### src/rtl/voter_pkg.sv
// voter_pkg: shared definitions for the voter session controller.
//   state_t   - session FSM encoding (IDLE -> OPEN -> EVAL -> HOLD)
//   RES_*     - one-hot verdict codes presented on result[2:0]
//   N_VOTERS  - number of voters on the ballot
//   yes_count - number of yes votes in a ballot
package voter_pkg;

  localparam int N_VOTERS = 4;

  typedef enum logic [1:0] {
    S_IDLE = 2'd0,
    S_OPEN = 2'd1,
    S_EVAL = 2'd2,
    S_HOLD = 2'd3
  } state_t;

  localparam logic [2:0] RES_FAIL = 3'b100;
  localparam logic [2:0] RES_TIE  = 3'b010;
  localparam logic [2:0] RES_PASS = 3'b001;
  localparam logic [2:0] RES_NONE = 3'b000;

  function automatic logic [2:0] yes_count(input logic [N_VOTERS-1:0] ballot);
    logic [2:0] cnt;
    cnt = 3'd0;
    for (int i = 0; i < N_VOTERS; i++) begin
      cnt = cnt + 3'(ballot[i]);
    end
    return cnt;
  endfunction

endpackage

### src/rtl/voter_if.sv
// voter_if: combinational 4-voter decoder.
//   I  in  N_VOTERS  locked ballot, bit i = voter i voted yes
//   O  out 3         one-hot verdict: 0-1 yes = fail, 2 yes = tie, 3-4 yes = pass
module voter_if
  import voter_pkg::*;
(
  input  logic [N_VOTERS-1:0] I,
  output logic [2:0]          O
);

  logic [2:0] yes;

  always_comb begin
    yes = yes_count(I);
    O   = RES_FAIL;
    if (yes == 3'd2) begin
      O = RES_TIE;
    end else if (yes >= 3'd3) begin
      O = RES_PASS;
    end
  end

endmodule

### src/rtl/voter_session_ctrl.sv
// voter_session_ctrl: runs one 4-voter ballot session between the push-button
// front end and the result display.
//   clk, rst     clock, synchronous active-high reset
//   start        open a session (only acted on in IDLE)
//   abort        cancel an open session without a result
//   vote_en/val  per-voter vote strobe and value (1 = yes)
//   res_ack      consumer accepts the presented result
//   busy         session open or result pending
//   voted        voters that have cast in the current/last session
//   res_valid    result and timed_out are valid
//   result       one-hot verdict (100 fail, 010 tie, 001 pass)
//   timed_out    window closed by the timer rather than by all-voted
//   session_cnt  number of acknowledged sessions (wraps)
//   state_dbg    current FSM state, for observation only
//
// Result handshake: res_valid rises one cycle after the window closes and then
// holds, with result/timed_out/voted frozen, until res_ack is sampled high; the
// same edge drops res_valid, bumps session_cnt and returns to IDLE.
module voter_session_ctrl
  import voter_pkg::*;
#(
  parameter int TIMEOUT_CYC = 16,
  parameter int TMR_W       = 5,
  parameter int CNT_W       = 8
) (
  input  logic                clk,
  input  logic                rst,
  input  logic                start,
  input  logic                abort,
  input  logic [N_VOTERS-1:0] vote_en,
  input  logic [N_VOTERS-1:0] vote_val,
  input  logic                res_ack,
  output logic                busy,
  output logic [N_VOTERS-1:0] voted,
  output logic                res_valid,
  output logic [2:0]          result,
  output logic                timed_out,
  output logic [CNT_W-1:0]    session_cnt,
  output state_t              state_dbg
);

  state_t              state_q, state_d;
  logic [TMR_W-1:0]    timer_q;
  logic [N_VOTERS-1:0] voted_q, ballot_q;
  logic                res_valid_q, timed_out_q;
  logic [2:0]          result_q;
  logic [CNT_W-1:0]    cnt_q;

  logic [N_VOTERS-1:0] accept;
  logic [N_VOTERS-1:0] voted_nxt;
  logic                all_cast;
  logic                expire;
  logic [2:0]          verdict;

  // Only a voter's first strobe lands; later strobes from that voter are dropped.
  assign accept    = vote_en & ~voted_q;
  assign voted_nxt = voted_q | vote_en;
  // all_cast includes votes landing this cycle, so a last-cycle full ballot
  // closes as all-voted rather than as a timeout.
  assign all_cast  = &voted_nxt;
  assign expire    = (timer_q == TMR_W'(1));

  voter_if u_decode (
    .I (ballot_q),
    .O (verdict)
  );

  // State register
  always_ff @(posedge clk) begin
    if (rst) begin
      state_q <= S_IDLE;
    end else begin
      state_q <= state_d;
    end
  end

  // Next-state logic; abort outranks closing the window.
  always_comb begin
    state_d = state_q;
    case (state_q)
      S_IDLE: if (start) state_d = S_OPEN;
      S_OPEN: begin
        if (abort) begin
          state_d = S_IDLE;
        end else if (all_cast || expire) begin
          state_d = S_EVAL;
        end
      end
      S_EVAL: state_d = S_HOLD;
      S_HOLD: if (res_ack) state_d = S_IDLE;
      default: state_d = S_IDLE;
    endcase
  end

  // Output logic
  always_comb begin
    busy      = (state_q != S_IDLE);
    state_dbg = state_q;
  end

  // Timer, ballot and registered result path
  always_ff @(posedge clk) begin
    if (rst) begin
      timer_q     <= '0;
      voted_q     <= '0;
      ballot_q    <= '0;
      res_valid_q <= 1'b0;
      result_q    <= RES_NONE;
      timed_out_q <= 1'b0;
      cnt_q       <= '0;
    end else begin
      case (state_q)
        S_IDLE: begin
          if (start) begin
            voted_q     <= '0;
            ballot_q    <= '0;
            timed_out_q <= 1'b0;
            timer_q     <= TMR_W'(TIMEOUT_CYC);
          end
        end
        S_OPEN: begin
          if (abort) begin
            voted_q  <= '0;
            ballot_q <= '0;
          end else begin
            ballot_q <= (ballot_q & ~accept) | (vote_val & accept);
            voted_q  <= voted_nxt;
            timer_q  <= timer_q - TMR_W'(1);
            if (expire && !all_cast) begin
              timed_out_q <= 1'b1;
            end
          end
        end
        S_EVAL: begin
          result_q    <= verdict;
          res_valid_q <= 1'b1;
        end
        S_HOLD: begin
          if (res_ack) begin
            res_valid_q <= 1'b0;
            cnt_q       <= cnt_q + CNT_W'(1);
          end
        end
        default: ;
      endcase
    end
  end

  assign voted       = voted_q;
  assign res_valid   = res_valid_q;
  assign result      = result_q;
  assign timed_out   = timed_out_q;
  assign session_cnt = cnt_q;

endmodule
### config.mk
export PLATFORM = sky130hd
export DESIGN_NAME = voter_session_ctrl
export DESIGN_NICKNAME = d
export VERILOG_FILES = /design/src/rtl/voter_pkg.sv /design/src/rtl/voter_if.sv /design/src/rtl/voter_session_ctrl.sv
export SDC_FILE = /design/constraint.sdc
export NUM_CORES = 1
export LEC_CHECK = 0
export CAP_MARGIN = 20
export CORE_ASPECT_RATIO = 0.7
export CORE_MARGIN = 2
export CORE_UTILIZATION = 45
export CTS_BUF_LIST = sky130_fd_sc_hd__clkbuf_2 sky130_fd_sc_hd__clkbuf_4 sky130_fd_sc_hd__clkbuf_8
export CTS_CLUSTER_SIZE = 40
export DETAILED_ROUTE_END_ITERATION = 8
export HOLD_SLACK_MARGIN = 0.05
export PLACE_DENSITY_LB_ADDON = 0.1
export SLEW_MARGIN = 30
export SYNTH_ARGS = -nofsm -noshare
export SYNTH_HDL_FRONTEND = slang
export SYNTH_SLANG_ARGS = --single-unit
### constraint.sdc
create_clock -name clk -period 3.84 [get_ports clk]
set_input_delay 0.576 -clock clk [delete_from_list [all_inputs] [get_ports clk]]
set_output_delay 0.576 -clock clk [all_outputs]
set_load 0.01 [all_outputs]
==> results.cfg <==
[synth]
synthCells = 164
ys_top_cells_by_area = dfxtp_1 42%, nor2_1 5.8%, a21oi_1 5.6%
synth_edf_count = 0
syn_nets = 183
synth_ff_type = dfxtp_1
synth.distinct_cells = 36
synth.avg_cell_area_um2 = 8.232
async_flop_share_pct = 0
ys_seq_area_share_pct = 41.52
netlist.area_leader.share_pct = 41.52
yosysTopAreaCell = dfxtp_1
synth_warnings = 0
synth_seq_cells = 28
syn-cell-area_um2 = 1350

[timing]
finalMaxSlewViolations = 0
hold_violations = 0
tightest_slew_ns = 0.4893
tns_ns = 0
setup_violations = 0
fin_ws_ns = 1.622
min_period_over_period_pct = 57.76
rsz0062_at_grt = no
skew_ns = 0.01363
period_needed_ns = 2.218
max_freq_mhz = 450.9
relSlewSlack_pct = 66.92

[setup_path]
reg2regPathDepth = 4
crit_fanout = 15
critPathArrivalTime_ns = 1.64
critPathLaunchType = register
crit_type = register to output pin
endpoint_kind = output pin
worst_ep_required_time_ns = 3.26

[pwr]
powerDensity_nw_per_um2 = 356.0
p_sw_mw = 0.1436
vdd_drop_max_mv = 0.1691
p_int_mw = 0.4806
clkPwrFrac_pct = 37.6
p_seq_share_pct = 49.8
sw_frac_of_total_pct = 23.00
leakagePower_nw = 0.6356
pwr-share-comb_pct = 12.7

[clock_network]
clkTransAtPathRegs_ns = 0.10
cts_hold_buf = 0
clockRootBuffer = clkbuf_8
cts_setup_buffers = 0
clock_sinks = 28
cts_buffers = 3
htreeDepth = 1
post_cts_resized = 0
cts_tree = yes
ctsLongestPathBuffers = 2
clk_latency_ns = 0.28

[route]
drt_wl_total_mm = 2.886
wl_per_cell_um = 12.60
postRouteAntennaNets = 0
vias = 1192
viasPerCell = 5.205
first_pass_iters = 4
drc = 0
drt_iter0_drc = 66

[die]
die-width_um = 69.47
initial_core_util_pct = 47.83
row_count = 16
die_y_um = 49.83
die_area_um2 = 3461
ios = 33
core-area_um2 = 2823

[worst_hold_path]
min_path_cells = 2
holdCritPathClass = register to register

[placement]
dp_hpwl_mm = 2.158
place.port_buffers = 32
place_congestion = 0.8240
pre_cts_ws_ns = 1.502

[finish]
drive_gt1_share_pct = 4.145
diodes = 0
area_delta_synth_final_pct = 29.84
fill_cells = 240
final_util_pct = 62.10
mostFrequentLayoutCells = 31 x clkdlybuf4s50_1, 28 x dfxtp_1, 21 x nor2_1
final_nets = 213
final_common_cell = clkdlybuf4s50_1

[grt]
antenna_found_initial = 0
grt_overflow_total = 0
grt_pass1_vias = 1063
grtUsageTotal_pct = 17.55
grt_pass1_wl_mm = 4.781
grt_max_degree = 28

[outcome]
status = completed

[run]
drv_cap = 0
[cells in the mapped netlist (all sizes together), types with 5 or more instances]
cell type and number:
dfxtp 28, nor2 21, a21oi 15, inv 14, o21ai 10, nand2 8
nor3 7, xnor2 6, ha 5
[cells by family after synthesis]
group | synth area share [%]
simple gates | 22.71
compound gates | 17.70
flops | 41.52
buf+inv | 6.024
xor+xnor | 5.190
fa+ha+maj | 6.117
mux | 0.7415
[cell type report]
type                    count  area [µm²]  area share [%]
well taps                  36       45.04           2.570
flip-flops and latches     28       560.5           31.98
multi-input cells         115       708.2           40.40
clock buffers               3       41.29           2.355
repair buffers             32       315.3           17.99
inverters                  14       52.55           2.998
clock inverters             1       30.03           1.713
[critical path, stage by stage (launching register included)]
cell             delay (ns)
dfxtp_1                0.62
or2_2                  0.21
clkdlybuf4s50_1        0.53
[metrics by stage]
step	cell area, µm²	instances	hold slack (ns)	power (mW)
6_report	1753	229	0.4605	0.6241
5_1_grt	1753	229	0.4932	0.6499
4_1_cts	1758	229	0.4655	0.6280
3_5_place_dp	1687	225	0.4516	0.3964
2_1_floorplan	1350	164	0.4538	0.3632
3_3_place_gp	1687	225	0.4501	0.3947
[registers in the layout, summed over array words and instances, names as in the netlist, named ones only]
register	count
res_valid	1
state_dbg	1
voted	4
timed_out	1
ballot_q	4
result	3
timer_q	5
session_cnt	8
[path summary, 6_finish.rpt]
kind,from,end,slack [ns]
max reg2reg,state_dbg[0],timer_q[4],1.92
min,result[0],result[0],0.46
max,register,busy,1.62
min reg2reg,result[0],result[0],0.46
[metal layers]
layer	GRT usage, %	routed length [µm]	vias up
li1	-	-	622
met1	22.01	1378	535
met2	29.65	1312	33
met3	5.726	176	2
met4	3.922	19	0
met5	0	0	-
[power by group through the flow]
stage	Combinational, mW	Clock, mW	Sequential, mW
floorplan	0.0488	0	0.314
global placement	0.0782	0	0.316
detailed placement	0.0793	0	0.317
CTS	0.0796	0.238	0.310
global route	0.0870	0.250	0.313
finish	0.0792	0.234	0.311
Power figures use the tool's default switching activity.
